## src/rtl/inst_queue.sv

```systemverilog
// In-order decoded-instruction queue between decode and issue.
// The head entry is presented every cycle and is popped when issue accepts it.
module inst_queue #(
  parameter int         DEPTH   = 8,
  parameter int         PTR_W   = 3,
  parameter logic [4:0] OP_NONE = 5'd0
) (
  input  logic              clk_in,
  input  logic              rst_in,
  input  logic              rdy_in,
  input  logic              flush,
  input  logic              push_valid,
  output logic              push_ready,
  input  logic [4:0]        in_op,
  input  logic              in_branch,
  input  logic              in_ls,
  input  logic              in_use_imm,
  input  logic              in_jalr,
  input  logic [4:0]        in_rd,
  input  logic [4:0]        in_rs1,
  input  logic [4:0]        in_rs2,
  input  logic [31:0]       in_imm,
  input  logic [31:0]       in_addr,
  output logic [4:0]        op,
  output logic              branch,
  output logic              ls,
  output logic              use_imm,
  output logic              jalr,
  output logic [4:0]        rd,
  output logic [4:0]        rs1,
  output logic [4:0]        rs2,
  output logic [31:0]       imm,
  output logic [31:0]       addr,
  output logic              inst_valid,
  input  logic              launch_fail,
  input  logic              lsb_launch_fail,
  output logic [PTR_W:0]    count
);

  typedef struct packed {
    logic [31:0] addr;
    logic [31:0] imm;
    logic [4:0]  rs2;
    logic [4:0]  rs1;
    logic [4:0]  rd;
    logic        jalr;
    logic        use_imm;
    logic        ls;
    logic        branch;
    logic [4:0]  op;
  } rec_t;

  localparam logic [PTR_W:0] FULL_CNT = (PTR_W+1)'(DEPTH);

  rec_t             mem_q [DEPTH];
  logic [PTR_W-1:0] head_q, head_d;
  logic [PTR_W-1:0] tail_q, tail_d;
  logic [PTR_W:0]   count_q, count_d;
  logic             push_fire_s;
  logic             pop_fire_s;
  rec_t             wr_rec_s;
  rec_t             head_rec_s;
  rec_t             out_rec_s;

  assign inst_valid = (count_q != {(PTR_W+1){1'b0}});
  // Readiness comes from the registered count only, so a full queue refuses a push even while popping.
  assign push_ready = (count_q != FULL_CNT);
  assign count      = count_q;

  assign push_fire_s = rdy_in & push_valid & push_ready & (in_op != OP_NONE) & ~flush;
  assign pop_fire_s  = rdy_in & inst_valid & ~launch_fail & ~lsb_launch_fail & ~flush;

  assign wr_rec_s = '{addr: in_addr, imm: in_imm, rs2: in_rs2, rs1: in_rs1, rd: in_rd,
                      jalr: in_jalr, use_imm: in_use_imm, ls: in_ls, branch: in_branch,
                      op: in_op};

  // Next-state pointers and occupancy; flush wins over push and pop.
  always_comb begin
    head_d  = head_q;
    tail_d  = tail_q;
    count_d = count_q;
    if (flush) begin
      head_d  = {PTR_W{1'b0}};
      tail_d  = {PTR_W{1'b0}};
      count_d = {(PTR_W+1){1'b0}};
    end else begin
      if (push_fire_s) begin
        tail_d = tail_q + PTR_W'(1);
      end else begin
        tail_d = tail_q;
      end
      if (pop_fire_s) begin
        head_d = head_q + PTR_W'(1);
      end else begin
        head_d = head_q;
      end
      count_d = count_q + (PTR_W+1)'(push_fire_s) - (PTR_W+1)'(pop_fire_s);
    end
  end

  // Pointer and count registers; rdy_in low freezes them.
  always_ff @(posedge clk_in or negedge rst_in) begin
    if (!rst_in) begin
      head_q  <= {PTR_W{1'b0}};
      tail_q  <= {PTR_W{1'b0}};
      count_q <= {(PTR_W+1){1'b0}};
    end else if (rdy_in) begin
      head_q  <= head_d;
      tail_q  <= tail_d;
      count_q <= count_d;
    end
  end

  // Entry storage; contents need no reset since count gates visibility.
  always_ff @(posedge clk_in) begin
    if (push_fire_s) begin
      mem_q[tail_q] <= wr_rec_s;
    end
  end

  assign head_rec_s = mem_q[head_q];

  // Head presentation; an empty queue shows a bubble.
  always_comb begin
    out_rec_s    = '0;
    out_rec_s.op = OP_NONE;
    if (inst_valid) begin
      out_rec_s = head_rec_s;
    end else begin
      out_rec_s    = '0;
      out_rec_s.op = OP_NONE;
    end
  end

  assign op      = out_rec_s.op;
  assign branch  = out_rec_s.branch;
  assign ls      = out_rec_s.ls;
  assign use_imm = out_rec_s.use_imm;
  assign jalr    = out_rec_s.jalr;
  assign rd      = out_rec_s.rd;
  assign rs1     = out_rec_s.rs1;
  assign rs2     = out_rec_s.rs2;
  assign imm     = out_rec_s.imm;
  assign addr    = out_rec_s.addr;

endmodule
```

## config.mk

```make
export PLATFORM = sky130hd
export DESIGN_NAME = inst_queue
export DESIGN_NICKNAME = d
export VERILOG_FILES = /design/src/rtl/inst_queue.sv
export SDC_FILE = /design/constraint.sdc
export NUM_CORES = 1
export LEC_CHECK = 0
export ABC_AREA = 1
export CAP_MARGIN = 10
export CORE_ASPECT_RATIO = 1.75
export CORE_MARGIN = 2
export CORE_UTILIZATION = 26
export DETAILED_ROUTE_END_ITERATION = 7
export PLACE_DENSITY = 0.49
export SYNTH_ARGS = -nofsm -noshare
export SYNTH_HDL_FRONTEND = slang
export SYNTH_SLANG_ARGS = --single-unit
export TNS_END_PERCENT = 30
```

## constraint.sdc

```tcl
create_clock -name clk_in -period 7.3 [get_ports clk_in]
set_input_delay 0.73 -clock clk_in [delete_from_list [all_inputs] [get_ports clk_in]]
set_output_delay 0.73 -clock clk_in [all_outputs]
set_load 0.02 [all_outputs]
```

==> results_dict.tcl, run 1 <==
set metrics [dict create \
    status "complete, no violations" \
    ios 189 \
    grt_overflow 0 \
    finClkSkew_ns 0.02442 \
    fin_crit_sh_pct 70.88 \
    path_class "reg2out" \
    cts_buffers 74 \
    routed_via_density 4.286 \
    finalSetupViolCount 0 \
    fin_crit_ns 5.174 \
    slew_violations 0 \
    critPathRequiredTime_ns 6.57 \
    powerDensity_nw_per_um2 288.8 \
    ys_ff_latch 714 \
    grt_pass1_wl_um 122000 \
    portBuffers 188 \
    core_area_um2 115600 \
    die_height_um 455.5 \
    cts-root-buf "clkbuf_16" \
    syn-cell-area_um2 30290 \
    drive_above_1_share_pct 4.945 \
    synthCells 2889 \
    avgSynthCellArea_um2 10.49 \
    postCtsSetupRepairBufs 0 \
    ys_warn_count 0 \
    initial_core_util_pct 26.20 \
    grt_max_degree 162 \
    clkTransAtPathRegs_ns 0.07 \
    vias 19720 \
    cts_sinks 714 \
    critPathCaptureType "output port" \
    worst_slack_ns 2.126 \
    setup_tns_ns 0 \
    worstSkewPairLatency_ns 0.63 \
    nets 3140 \
    drc_errors 0 \
    wl_um 82040 \
    arrival_ns 4.44 \
    cts_htree_levels 3 \
    final_common_cell "nand2_1" \
    max_slew.worst_pin.slew_ns 1.162 \
    cts_hold_buf 0 \
    track_usage_pct 13.67 \
    cts_tree "built" \
    firstDrtPassIters 5 \
    layout_common_cells "nand2_1, edfxtp_1, inv_1, nand3_1, clkdlybuf4s50_1" \
    post-place-ws_ns 2.617 \
    critPathLaunchType "flip-flop" \
    leakage_nw 14.33 \
    maxCapViolations 0 \
    synth_cell_type_count 21 \
    ctsResizeCount 0 \
    hold_viol 0 \
    die_area_um2 119400 \
    rows 165 \
    synth_seq_area_share_pct 70.62 \
    dp_hpwl_um 45170 \
    peakVddDrop_mv 0.2248 \
    synth_nets 2993 \
    clock_path_buffers 3 \
    slew_headroom_pct 22.56 \
    crit_path_max_fanout 75 \
    hp-class "in2async" \
    drt_iter0_drc 930 \
    postRouteAntennaNets 0 \
    grt_pass1_vias 19650 \
    area_delta_synth_final_pct 19.29 \
    rsz0062_at_grt "no" \
    wl_per_cell_um 17.83 \
    clock.fmax_mhz 193.3 \
    place_congestion 0.7079 \
    antenna_found_initial 9 \
    die_x_um 262.0 \
]
-- logic make-up (layout without fill, tap and decap cells) --
| family | count (synthesis) | in the layout | share of synthesized area (%) |
|---|---|---|---|
| other cells | 0 | 4 | 0 |
| fa+ha+maj | 9 | 9 | 0.3965 |
| flops | 714 | 714 | 70.62 |
| buf+inv | 512 | 717 | 6.881 |
| compound gates | 97 | 97 | 1.607 |
| xor+xnor | 2 | 2 | 0.05784 |
| simple gates | 1555 | 1555 | 20.44 |
-- critical path: stages (launching register included) --
cell	delay, ns
dfrtp_4	0.92
buf_4	0.70
buf_4	0.74
nand2_1	0.10
nand2_1	0.10
nand2_1	0.05
nand2_1	0.10
nor2_1	0.06
nor2_1	0.25
clkdlybuf4s50_1	0.67
-- final timing paths --
path                       startpoint            to  slack, ns  cells past startpoint
min in group clk_in          count[0]      count[0]       0.64                      2
hold reg to reg              count[0]      count[0]       0.64                      2
setup / recovery            head_q[0]        branch       2.13                      9
setup reg to reg             count[2]  mem_q[3][32]       3.82                      6
hold / removal                 rst_in      count[2]       0.45                      1
max in group asynchronous      rst_in     head_q[2]       6.43                      1
-- flip-flops by register name, summed over array words and instances (netlist names) --
name / cells
mem_q: 704
head_q: 3
tail_q: 3
count: 4
-- power by group --
group	internal (W)	total, W	switching (W)
Combinational	0.000690	0.00201	0.00132
Clock	0.00220	0.00382	0.00162
Sequential	0.00456	0.00460	0.0000412
-- metrics by stage --
stage	utilization (%)	hold WS, ns	total power [W]	cells	area, um2
final	31.25	0.4501	0.01044	4601	36130
after detailed placement	29.15	0.6414	0.006769	4463	33700
after global placement	29.15	0.6323	0.006765	4463	33700
after CTS	31.25	0.4408	0.01062	4597	36120
after global routing	31.25	0.4951	0.01089	4600	36130
after floorplan	-	0.4344	0.005767	2889	30290
-- cell type report --
class	count	area [um2]
inverter	366	1386
antenna	4	10.01
sequential	714	21400
clock buffer	86	1939
clock inverter	48	481.7
multi-input combinational	1663	6884
fill	11800	79480
timing repair buffer	217	2150
tap	1503	1881
-- cell usage after synthesis, drive strengths merged --
cell / count / share of area, %
nand2: 1083 / 13
edfxtp: 704 / 70
inv: 366 / 4.5
nand3: 275 / 4.5
nor2: 193 / 2.4
buf: 116 / 2.0
a21oi: 91 / 1.5
clkbuf: 30 / 0.37
dfrtp: 10 / 0.83
ha: 8 / 0.33
o21ai: 5 / 0.083
nand4: 2 / 0.041
xnor2: 2 / 0.058
fa: 1 / 0.066
nand3b: 1 / 0.025
o22ai: 1 / 0.021
or2: 1 / 0.021
-- per-layer routing --
metal	global-route usage, %	vias to the layer above	wire, um
met2	25.84	373	44570
met3	1.961	119	3081
li1	-	9644	-
met5	0	-	30
met1	15.38	9579	32120
met4	4.624	4	2241
Note: power is estimated with default switching activity, not from simulation.
==> inputs of run 2 (changes only) <==
Clock period 7.3 ns to 4.84 ns, I/O delays scaled along.
==> run 2 against run 1 <==
Effect of this change: clock power grew 49%; critical endpoint is now addr[5]; highest routed layer unchanged; first-iteration DRC count is 23% higher; flip-flop and latch count unchanged; non-clock buffer count rose by 24; clock skew fell by 0.0026 ns; combinational power increased by 53%; sequential power is 50% higher.
==> results_dict.tcl, run 2 (same netlist as run 1, synthesis figures left out) <==
set metrics [dict create \
    slew_violations 0 \
    slowest_delay_ns 0.66 \
    firstDrtPassIters 5 \
    drt_iter0_drc 1146 \
    fin_crit_ns 3.995 \
    postCtsSetupRepairBufs 0 \
    finalSetupViolCount 0 \
    critPathCaptureType "output port" \
    grt_pass1_vias 19970 \
    status "complete, no violations" \
    postRouteAntennaNets 0 \
    die_height_um 455.5 \
    antenna_found_initial 10 \
    hp-class "in2async" \
    grt_pass1_wl_um 123100 \
    crit_path_max_fanout 140 \
    largest_register "mem_q" \
    max_slew.worst_pin.slew_ns 1.037 \
    crit_top_cell "nand2_1" \
    drive_above_1_share_pct 5.714 \
    initial_core_util_pct 26.20 \
    vias 19720 \
    cts_hold_buf 0 \
    cts_tree "built" \
    path_class "reg2out" \
    arrival_ns 3.51 \
    layout_common_cells "nand2_1, edfxtp_1, inv_1, nand3_1, clkdlybuf4s50_1" \
    cp_num_buf_inv 3 \
    clock_path_buffers 3 \
    ios 189 \
    finClkSkew_ns 0.02186 \
    setup_tns_ns 0 \
    maxCapViolations 0 \
    ctsResizeCount 0 \
    cts_htree_levels 3 \
    critPathRequiredTime_ns 4.36 \
    drc_errors 0 \
    critPathLaunchType "flip-flop" \
    final_common_cell "nand2_1" \
    dp_hpwl_um 46090 \
    rsz0062_at_grt "no" \
    portBuffers 188 \
    slew_headroom_pct 30.86 \
    cts-root-buf "clkbuf_16" \
    die_area_um2 119400 \
    leakage_nw 14.47 \
    place_congestion 0.7281 \
    fin_util_pct 31.56 \
    clkTransAtPathRegs_ns 0.07 \
    grt_overflow 0 \
    peakVddDrop_mv 0.2603 \
    worstSkewPairLatency_ns 0.64 \
    fillerInstances 11730 \
    grt_max_degree 154 \
    clock.fmax_mhz 250.3 \
    cp_top_family "buffers and inverters" \
    die_x_um 262.0 \
    nets 3163 \
    routed_via_density 4.267 \
    timing.hold.ws_ns 0.2182 \
    slowest_stage "inv_8" \
    largest_register_ffs 704 \
    area_delta_synth_final_pct 20.46 \
    track_usage_pct 13.83 \
    cts_sinks 714 \
    cp_cell_sequence "inv_8, buf_4, nand2_1, nand2_1, nand2_1, nand2_1, nor2_1, nor2_1, clkdlybuf4s50_1" \
    wl_per_cell_um 17.74 \
    cts_buffers 73 \
    hold_viol 0 \
    powerDensity_nw_per_um2 430.0 \
    wl_um 82000 \
    rows 165 \
    fin_crit_sh_pct 82.53 \
    core_area_um2 115600 \
]
-- run 2: path summary, 6_finish.rpt --
| path | start | endpoint | slack, ns | cells after the start |
|---|---|---|---|---|
| worst min register to register | count[0] | count[0] | 0.62 | 2 |
| min in group clk_in | in_imm[28] | mem_q[6][52] | 0.58 | 1 |
| worst max register to register | count[1] | count[2] | 1.94 | 10 |
| worst min-delay path | rst_in | count[1] | 0.22 | 1 |
| max in group asynchronous | rst_in | head_q[0] | 4.18 | 1 |
| worst max-delay path | head_q[0] | addr[5] | 0.85 | 9 |
-- run 2: through the flow --
step / worst slack [ns] / total power, W / cell area [um2] / instances
3_3_place_gp: 1.469 / 0.01021 / 34080 / 4487
2_1_floorplan: -0.6359 / 0.008698 / 30290 / 2889
5_1_grt: 0.5517 / 0.01643 / 36490 / 4620
4_1_cts: 0.7363 / 0.01599 / 36480 / 4618
6_report: 0.8455 / 0.01569 / 36490 / 4621
3_5_place_dp: 1.463 / 0.01020 / 34080 / 4487
-- run 2: worst register-to-register path, delay by kind of cell (launching register included) --
kind                     cells  cell delay [ns]
buffers and inverters        1             0.04
flip-flops                   1             0.44
adder cells (fa/ha/maj)      3             0.90
AO/OA/AOI/OAI                2             0.24
AND/OR/NAND/NOR              4             1.15
-- run 2: routing by layer --
layer / wire length, um / vias to the layer above / track usage [%] / share of wire [%]
li1: - / 9691 / - / -
met1: 32230 / 9521 / 15.26 / 39
met2: 44250 / 371 / 26.16 / 54
met3: 3076 / 128 / 2.189 / 3.8
met4: 2412 / 6 / 5.085 / 2.9
met5: 29 / - / 0 / 0.035
-- run 2: power breakdown --
group          switching (W)  internal (W)  leakage [nW]
Combinational        0.00196       0.00111          6.85
Clock                0.00244       0.00327          1.14
Sequential         0.0000359       0.00688          6.47
Total                0.00444        0.0113          14.5
-- run 2: cell type report --
| type | count | area (um2) | share of cell area [%] |
|---|---|---|---|
| flip-flops and latches | 714 | 21400 | 58.65 |
| clock inverters | 41 | 446.7 | 1.224 |
| multi-input cells | 1663 | 6884 | 18.87 |
| diodes | 3 | 7.507 | 0.02057 |
| inverters | 366 | 1386 | 3.799 |
| clock buffers | 90 | 1952 | 5.349 |
| repair buffers | 241 | 2530 | 6.933 |
| well taps | 1503 | 1881 | 5.154 |
==> inputs of run 3 (changes only) <==
Settings changed: PLACE_DENSITY 0.49 to 0.51.
Clock period 4.84 ns to 3.4 ns, I/O delays scaled along.
==> run 3 against run 2 <==
Effect of this change: clock-buffer cell count increased by 1; first-iteration DRC count increased by 3.8%; final area increased by 1.6%; flip-flop and latch count unchanged; utilization increased by 0.49 points; register-to-register slack got worse by 1.1 ns; clock power increased by 38%; via count increased by 1.3%; combinational power increased by 47%.
==> results_dict.tcl, run 3 (same netlist as run 1, synthesis figures left out) <==
set metrics [dict create \
    critPathLaunch "head_q[1]" \
    initial_core_util_pct 26.20 \
    finClkSkew_ns 0.03681 \
    setup_tns_ns 0 \
    cp_num_buf_inv 3 \
    cp.depth 7 \
    power_w 0.02225 \
    die_height_um 455.5 \
    worstSkewPairLatency_ns 0.67 \
    path_class "reg2out" \
    maxCapViolations 0 \
    nets 3192 \
    die_area_um2 119400 \
    vias 19970 \
    area_delta_synth_final_pct 22.33 \
    cts_htree_levels 3 \
    slowest_stage "clkdlybuf4s50_1" \
    reg2regPathDepth 10 \
    cts_buffers 73 \
    drc_errors 0 \
    routed_via_density 4.300 \
    status "complete, no violations" \
    largest_register "mem_q" \
    critPathCaptureType "output port" \
    place_area_um2 34490 \
    crit_top_cell "nand3_1" \
    portBuffers 188 \
    postRouteAntennaNets 0 \
    peakVddDrop_mv 0.6267 \
    track_usage_pct 13.86 \
    clock.fmax_mhz 307.1 \
    arrival_ns 2.92 \
    grt_pass1_wl_um 122500 \
    antenna_found_initial 6 \
    grt_pass1_vias 19670 \
    drt_iter0_drc 1190 \
    die_x_um 262.0 \
    powerDensity_nw_per_um2 600.5 \
    slew_headroom_pct 62.56 \
    slowest_delay_ns 0.64 \
    clock_path_buffers 3 \
    rrSetupSlack_ns 0.85 \
    grt_overflow 0 \
    core_area_um2 115600 \
    hp-class "in2reg" \
    rows 165 \
    leakage_nw 15.11 \
    cts_sinks 714 \
    max_slew.worst_pin.slew_ns 0.5616 \
    place_congestion 0.7479 \
    wl_um 82180 \
    finalSetupViolCount 0 \
    rr_startpoint "count[2]" \
    cp_cell_sequence "buf_12, buf_4, nand3_1, nand3_1, nand2_1, nor2_1, clkdlybuf4s50_1" \
    grt_max_degree 91 \
    final_common_cell "nand2_1" \
    wl_per_cell_um 17.69 \
    cts-root-buf "clkbuf_16" \
    slew_violations 0 \
    cts_tree "built" \
    drive_above_1_share_pct 6.308 \
    largest_register_ffs 704 \
    cp_top_family "buffers and inverters" \
    firstDrtPassIters 5 \
    ios 189 \
    layout_common_cells "nand2_1, edfxtp_1, inv_1, nand3_1, nor2_1" \
    hold_viol 0 \
    fin_crit_sh_pct 95.79 \
    critPathLaunchType "flip-flop" \
    rsz0062_at_grt "yes" \
    fin_crit_ns 3.257 \
    critPathRequiredTime_ns 3.06 \
    clkTransAtPathRegs_ns 0.06 \
    design_area_um2 37060 \
    r2r-end "count[2]" \
    crit_path_max_fanout 43 \
    dp_hpwl_um 45690 \
    crit_end "addr[9]" \
]
run 3: changes by cell type in the layout (fill, tap and decap cells not counted), moves of 4 or more:
cell,change
buf_12,+17
clkdlybuf4s50_1,-31
buf_16,+4
dlygate4sd2_1,+7
clkinvlp_4,-4
dlymetal6s2s_1,+23
clkbuf_8,-4
run 3: worst min-delay path by stage:
| stage | from | endpoint | slack [ns] | depth (start not counted) |
|---|---|---|---|---|
| 5_1_grt | in_addr[18] | mem_q[0][74] | 0.38 | 1 |
| 6_report | in_addr[19] | mem_q[0][75] | 0.40 | 1 |
| 3_3_place_gp | count[0] | count[0] | 0.62 | 2 |
| 4_1_cts | in_addr[19] | mem_q[0][75] | 0.32 | 1 |
| 2_1_floorplan | rst_in | count[0] | 0.04 | 0 |
| 3_5_place_dp | count[0] | count[0] | 0.62 | 2 |
run 3: metal layers:
layer	track usage [%]	part of all wire, %	vias to the layer above
li1	-	-	9750
met1	15.47	39	9691
met2	25.56	54	383
met3	2.400	4.0	145
met4	5.737	3.1	4
met5	0	0.032	-
run 3: layout make-up:
type                    count  area (um2)
clock buffers              91        1958
diodes                      3       7.507
well taps                1503        1881
flip-flops and latches    714       21400
multi-input cells        1663        6889
fillers                 11610       78560
inverters                 366        1391
repair buffers            270        3176
clock inverters            35       351.6
run 3: what timing repair did:
action                                  CTS  global route
endpoints found under the setup margin   73            30
buffers inserted                          6             0
endpoints found under the hold margin     1             0
pin swaps                                 0             0
gates cloned                              3             0
hold buffers                              1             0
resized for setup                        15            25
run 3: through the flow:
stage / util [%] / hold slack (ns) / setup WS (ns) / std cells
floorplan: - / 0.04441 / -0.6950 / 2889
global placement: 29.83 / 0.6199 / 0.3775 / 4506
detailed placement: 29.83 / 0.6230 / 0.3803 / 4506
CTS: 31.99 / 0.3204 / 0.002389 / 4642
global route: 32.05 / 0.3801 / -0.04065 / 4645
finish: 32.05 / 0.3986 / 0.1433 / 4645
run 3: report_power, final:
part | internal (W) | total (W) | switching [W]
clock network | 0.00449 | 0.00789 | 0.00340
logic | 0.00167 | 0.00452 | 0.00285
registers | 0.00980 | 0.00985 | 0.0000499
total | 0.0160 | 0.0223 | 0.00630
